### config.mk
export PLATFORM = sky130hd
export DESIGN_NAME = nbits_cla_adder
export DESIGN_NICKNAME = d
export VERILOG_FILES = /design/src/rtl/nbits_cla_adder.sv
export SDC_FILE = /design/constraint.sdc
export NUM_CORES = 1
export LEC_CHECK = 0
export CORE_AREA = 4 4 41 43
export DETAILED_ROUTE_END_ITERATION = 6
export DIE_AREA = 0 0 45 47
export PLACE_DENSITY = 0.38
export SLEW_MARGIN = 0
export SYNTH_ARGS = -nofsm -noshare
export SYNTH_HDL_FRONTEND = slang
export SYNTH_SLANG_ARGS = --single-unit
### constraint.sdc
create_clock -name vclk -period 1.45
set_input_delay 0.145 -clock vclk [all_inputs]
set_output_delay 0.145 -clock vclk [all_outputs]
set_load 0.05 [all_outputs]
### src/rtl/nbits_cla_adder.sv
// Two-level carry-lookahead adder: {cout,s} = a + b + cin over N bits, GROUP-bit lookahead groups.
// Optional output register is enabled by defining NBITS_CLA_ADDER_REG_OUT_EN (default: combinational).
module nbits_cla_adder #(
  parameter int N     = 4,
  parameter int GROUP = 4
) (
  input  logic         clk,
  input  logic         rst_n,
  input  logic [N-1:0] a,
  input  logic [N-1:0] b,
  input  logic         cin,
  output logic [N-1:0] s,
  output logic         cout
);

  localparam int NG = (N + GROUP - 1) / GROUP;

  logic [N-1:0] g;
  logic [N-1:0] p;
  logic [N:0]   c;
  logic [N-1:0] grp_g;
  logic [N-1:0] grp_p;
  logic [NG:0]  grp_c;
  logic [N-1:0] s_comb;
  logic         cout_comb;

  // Flat sum-of-products carry out of position `top`:
  //   c0 & p[0..top]  |  OR over k<=top of ( gv[k] & p[k+1..top] )
  // Each product term is formed independently, so no term waits on another carry.
  function automatic logic la_carry(
    input logic [N-1:0] gv,
    input logic [N-1:0] pv,
    input logic         c0,
    input int           top
  );
    logic acc;
    logic term;
    acc = c0;
    for (int m = 0; m < N; m++)
      if (m <= top) acc = acc & pv[m];
    for (int k = 0; k < N; k++) begin
      if (k <= top) begin
        term = gv[k];
        for (int m = 0; m < N; m++)
          if ((m > k) && (m <= top)) term = term & pv[m];
        acc = acc | term;
      end
    end
    return acc;
  endfunction

  assign g = a & b;
  assign p = a ^ b;

  // First lookahead level: carries inside each group, plus the group (G,P) pair.
  // The last group narrows to N mod GROUP bits when N is not a multiple of GROUP.
  for (genvar gi = 0; gi < NG; gi++) begin : grp
    localparam int LO = gi * GROUP;
    localparam int W  = ((N - LO) < GROUP) ? (N - LO) : GROUP;

    logic [N-1:0] gv;
    logic [N-1:0] pv;

    always_comb begin
      gv        = '0;
      pv        = '0;
      gv[W-1:0] = g[LO +: W];
      pv[W-1:0] = p[LO +: W];
    end

    assign grp_g[gi] = la_carry(gv, pv, 1'b0, W - 1);
    assign grp_p[gi] = &pv[W-1:0];
    assign c[LO]     = grp_c[gi];

    for (genvar j = 1; j < W; j++) begin : inner
      assign c[LO + j] = la_carry(gv, pv, grp_c[gi], j - 1);
    end
  end

  for (genvar gi = NG; gi < N; gi++) begin : grp_pad
    assign grp_g[gi] = 1'b0;
    assign grp_p[gi] = 1'b0;
  end

  // Second lookahead level: every group carry-in comes straight from cin and (G,P).
  assign grp_c[0] = cin;
  for (genvar k = 0; k < NG; k++) begin : top_la
    assign grp_c[k + 1] = la_carry(grp_g, grp_p, cin, k);
  end

  assign c[N]      = grp_c[NG];
  assign s_comb    = p ^ c[N-1:0];
  assign cout_comb = c[N];

`ifdef NBITS_CLA_ADDER_REG_OUT_EN
  // Output register stage: one-cycle latency, cleared asynchronously.
  always_ff @(posedge clk or negedge rst_n) begin
    if (!rst_n) begin
      s    <= '0;
      cout <= 1'b0;
    end else begin
      s    <= s_comb;
      cout <= cout_comb;
    end
  end
`else
  logic unused_clk_rst;
  assign unused_clk_rst = clk ^ rst_n;
  assign s              = s_comb;
  assign cout           = cout_comb;
`endif

endmodule

Word level (Yosys, flattened, before mapping)
Index checks and enable logic that the tools add are counted.
{"block": "totals", "reg_bits": 0, "inputBits": 11}
{"block": "classes", "n_bitwise": 23, "reduce_logical": 1}
{"cell": "$and A1 B1 Y1", "n": 10}
{"cell": "$or A1 B1 Y1", "n": 10}
{"cell": "$xor A4 B4 Y4", "n": 2}
{"cell": "$and A4 B4 Y4", "n": 1}
{"cell": "$reduce_and A4 Y1", "n": 1}

Depth between registers and ports, before layout
{"block": "logic_depth", "depth_word": 8, "mapped_depth": 5, "mapped_depth_nobuf": 5}

Least setup slack after synthesis
Ideal clock, no wire load.
{"block": "synth_timing", "path_kind": "input -> output", "start": "in a[0]", "end": "out cout", "arrival_ps": 1679, "t_required_ps": 1305, "slack_ps": -374, "stages": 4, "cell_sequence": "ha_1 a21o_1 a21oi_1 o21ai_0"}
{"block": "synth_between", "elab_chain_cells": 8, "word_cells_on_any_way": 11, "cone_classes": "bitwise (10); reduce/logical (1)"}
{"item": "start, declared", "line": "9", "source": "input logic [N-1:0] a,"}
{"item": "$and A4 B4 Y4", "line": "52", "source": "assign g = a & b;"}
{"item": "$and A1 B1 Y1 (3 in a row)", "line": "45", "source": "if ((m > k) && (m <= top)) term = term & pv[m];"}
{"item": "$or A1 B1 Y1 (3 in a row)", "line": "46", "source": "acc = acc | term;"}
{"item": "$or A1 B1 Y1 (*)", "line": "46"}
{"item": "end, declared", "line": "13", "source": "output logic cout"}
Mark *: on every way between the ends. The rest lies on a longest branch, timed or not.

Worst setup path after layout
{"block": "layout_timing", "start": "in b[0]", "end": "out s[3]"}
{"block": "layout_between", "elab_chain_cells": 8, "word_cells_on_any_way": 11, "cone_classes": "bitwise (11)"}
{"item": "start, declared", "line": "10", "source": "input logic [N-1:0] b,"}
{"item": "$xor A4 B4 Y4", "line": "53", "source": "assign p = a ^ b;"}
{"item": "$and A1 B1 Y1 (3 in a row)", "line": "40", "source": "if (m <= top) acc = acc & pv[m];"}
{"item": "$or A1 B1 Y1 (*) (3 in a row)", "line": "46"}
{"item": "$xor A4 B4 Y4 (*)", "line": "92", "source": "assign s_comb = p ^ c[N-1:0];"}
{"item": "end, declared", "line": "12", "source": "output logic [N-1:0] s,"}
Marks and branches as above.

==> summary.txt <==
Status
  – Status: finished, final reports clean

Final layout
  – Combined area of the multi-input logic cells: 272 um2
  – FF/Latch Area: 0 um2
  – Final net count: 59
  – N_diodes: 0
  – Clock buf count: 0
  – FF+latch count: 0
  – Fraction of layout cells with a size suffix above 1: 0.650
  – Post-Layout Inst Area: 538 um2
  – P&R area growth vs syn: 226%
  – # fillers: 134

Detailed routing
  – Total wire length: 612 um
  – Via density: 3.93
  – WL/cell: 11.1 um
  – Drt first pass iters: 1
  – DRT iter0 DRCs: 0
  – Final ANT Viol Nets: 0
  – DRC: 0
  – Vias: 216

Power
  – Cell area power density: 683 nW/um2
  – VDD IR max: 311 uV
  – Final Total Pwr: 0.367 mW
  – Leak pwr: 0.240 nW

Floorplanning
  – Full die area: 2120 um2
  – Die Ht: 47 um
  – Initial core utilization: 0.127
  – I/O Pins: 16
  – Core area: 1300 um2
  – Die W: 45 um
  – Row cnt: 13

Synthesis
  – Synth warn: 0
  – Post-synth top area share: 0.379
  – Register area share after synthesis: 0
  – Mapped Nets: 36
  – Yosys cell types: 11
  – Most frequent cell after synthesis: ha_1
  – Post-synth top cells: 5 x ha_1, 3 x a21oi_1, 2 x nand2_1, 2 x xor2_1
  – Post-synth top area cell: ha_1
  – Mapped Avg Cell Area: 8.69 um2
  – Synth area leaders: ha_1 38%, fa_1 12%, xor2_1 11%, a21oi_1 9.1%, xnor2_1 5.3%
  – Post-synthesis cell count: 19
  – Mapped cell area: 165 um2

Run
  – Max Cap Violations: 0

Timing
  – Fin. max-slew vios: 0
  – Unrepaired setup endpoints after global routing: no
  – Fin. Hold Viols: 0
  – Slew Limit Headroom: 0.861
  – F_max: 0.710 GHz
  – Final setup vio count: 0
  – Crit path time final: 1.41 ns
  – Post-route clock period utilization: 0.971
  – Actual slew at the worst max-slew pin: 0.209 ns

Place
  – Post-Place Cell Area: 453 um2
  – IO Port Bufs: 14
  – Final HPWL from detailed placement: 495 um
  – GPL Wtd Cong: 0.639

Global route
  – Gr usage total: 0.0607
  – Antenna violations before repair: 0
  – First-pass GRT wire length: 972 um
  – Gr ovfl total: 0
  – Vias in the first global route: 243
  – Largest net degree at the start of global routing: 5

Critical path
  – Worst Path Arrival: 1.26 ns
  – Crit Path Class: input port to output port
  – Critical path capture point type: output port
  – Worst-path maximum fanout: 2
  – Startpoint types: input port
  – Worst EP required: 1.31 ns

Hold path
  – Worst hold path type: input port to output port
## through the flow
step	instances	TNS, ns	hold slack [ns]	worst slack, ns	util
final	55	0	0.792	0.0422	0.413
after global routing	55	0	0.814	0.0154	0.413
after CTS	55	-0.00178	0.822	-0.00178	0.410
after detailed placement	54	-1.40	1.20	-0.433	0.348
after global placement	54	-1.37	1.19	-0.431	0.348
after floorplan	19	-0.00886	0.687	-0.00886	-
## worst max-delay path, stage by stage
cell and delay [ns]:
buf_6 0.10, ha_4 0.24, ha_4 0.15, o211ai_1 0.19, nand2_2 0.11, xor2_4 0.17
buf_12 0.15
## power breakdown
part	leakage, nW	switching (mW)	total (mW)	internal, mW
sequential	0	0	0	0
combinational	0.240	0.178	0.367	0.189
clock	0	0	0	0
total	0.240	0.178	0.367	0.189
## metal layers
metal	track usage	vias up	part of all wire
met5	0	-	0
met2	0.130	13	0.49
met4	0	0	0
met1	0.0587	92	0.39
met3	0.0192	0	0.12
li1	-	111	-
## cell usage in the layout, fill, tap and decap left out
master,synthesis,routed
xnor2_2,0,1
a21o_1,1,1
nand2_2,0,1
fa_1,1,1
dlygate4sd2_1,0,5
nor2_2,1,1
buf_12,0,5
buf_4,0,6
o211ai_1,1,1
o21a_1,1,1
xor2_4,0,1
xor2_2,0,1
dlymetal6s2s_1,0,2
ha_4,0,5
nand2_1,2,1
a21oi_1,3,2
a21oi_2,0,1
o21ai_2,0,1
buf_6,0,3
## what timing repair did
item / in CTS / in global routing
hold buffers: 0 / 0
endpoints found under the hold margin: 0 / 0
pin swaps: 6 / 3
resized for setup: 26 / 2
setup buffers: 1 / 0
setup endpoints to repair: 5 / 3
## worst paths after layout
kind | from | to | depth (start not counted)
min | a[3] | cout | 5
max | b[0] | s[3] | 7
## kinds of logic after synthesis
group / synth area share
xor+xnor: 0.159
simple gates: 0.0834
compound gates: 0.258
fa+ha+maj: 0.500
## final cells by class
| cell class | count | area share |
|---|---|---|
| well taps | 15 | 0.0349 |
| multi-input cells | 19 | 0.505 |
| repair buffers | 21 | 0.460 |
Note: power is estimated with default switching activity, not from simulation.
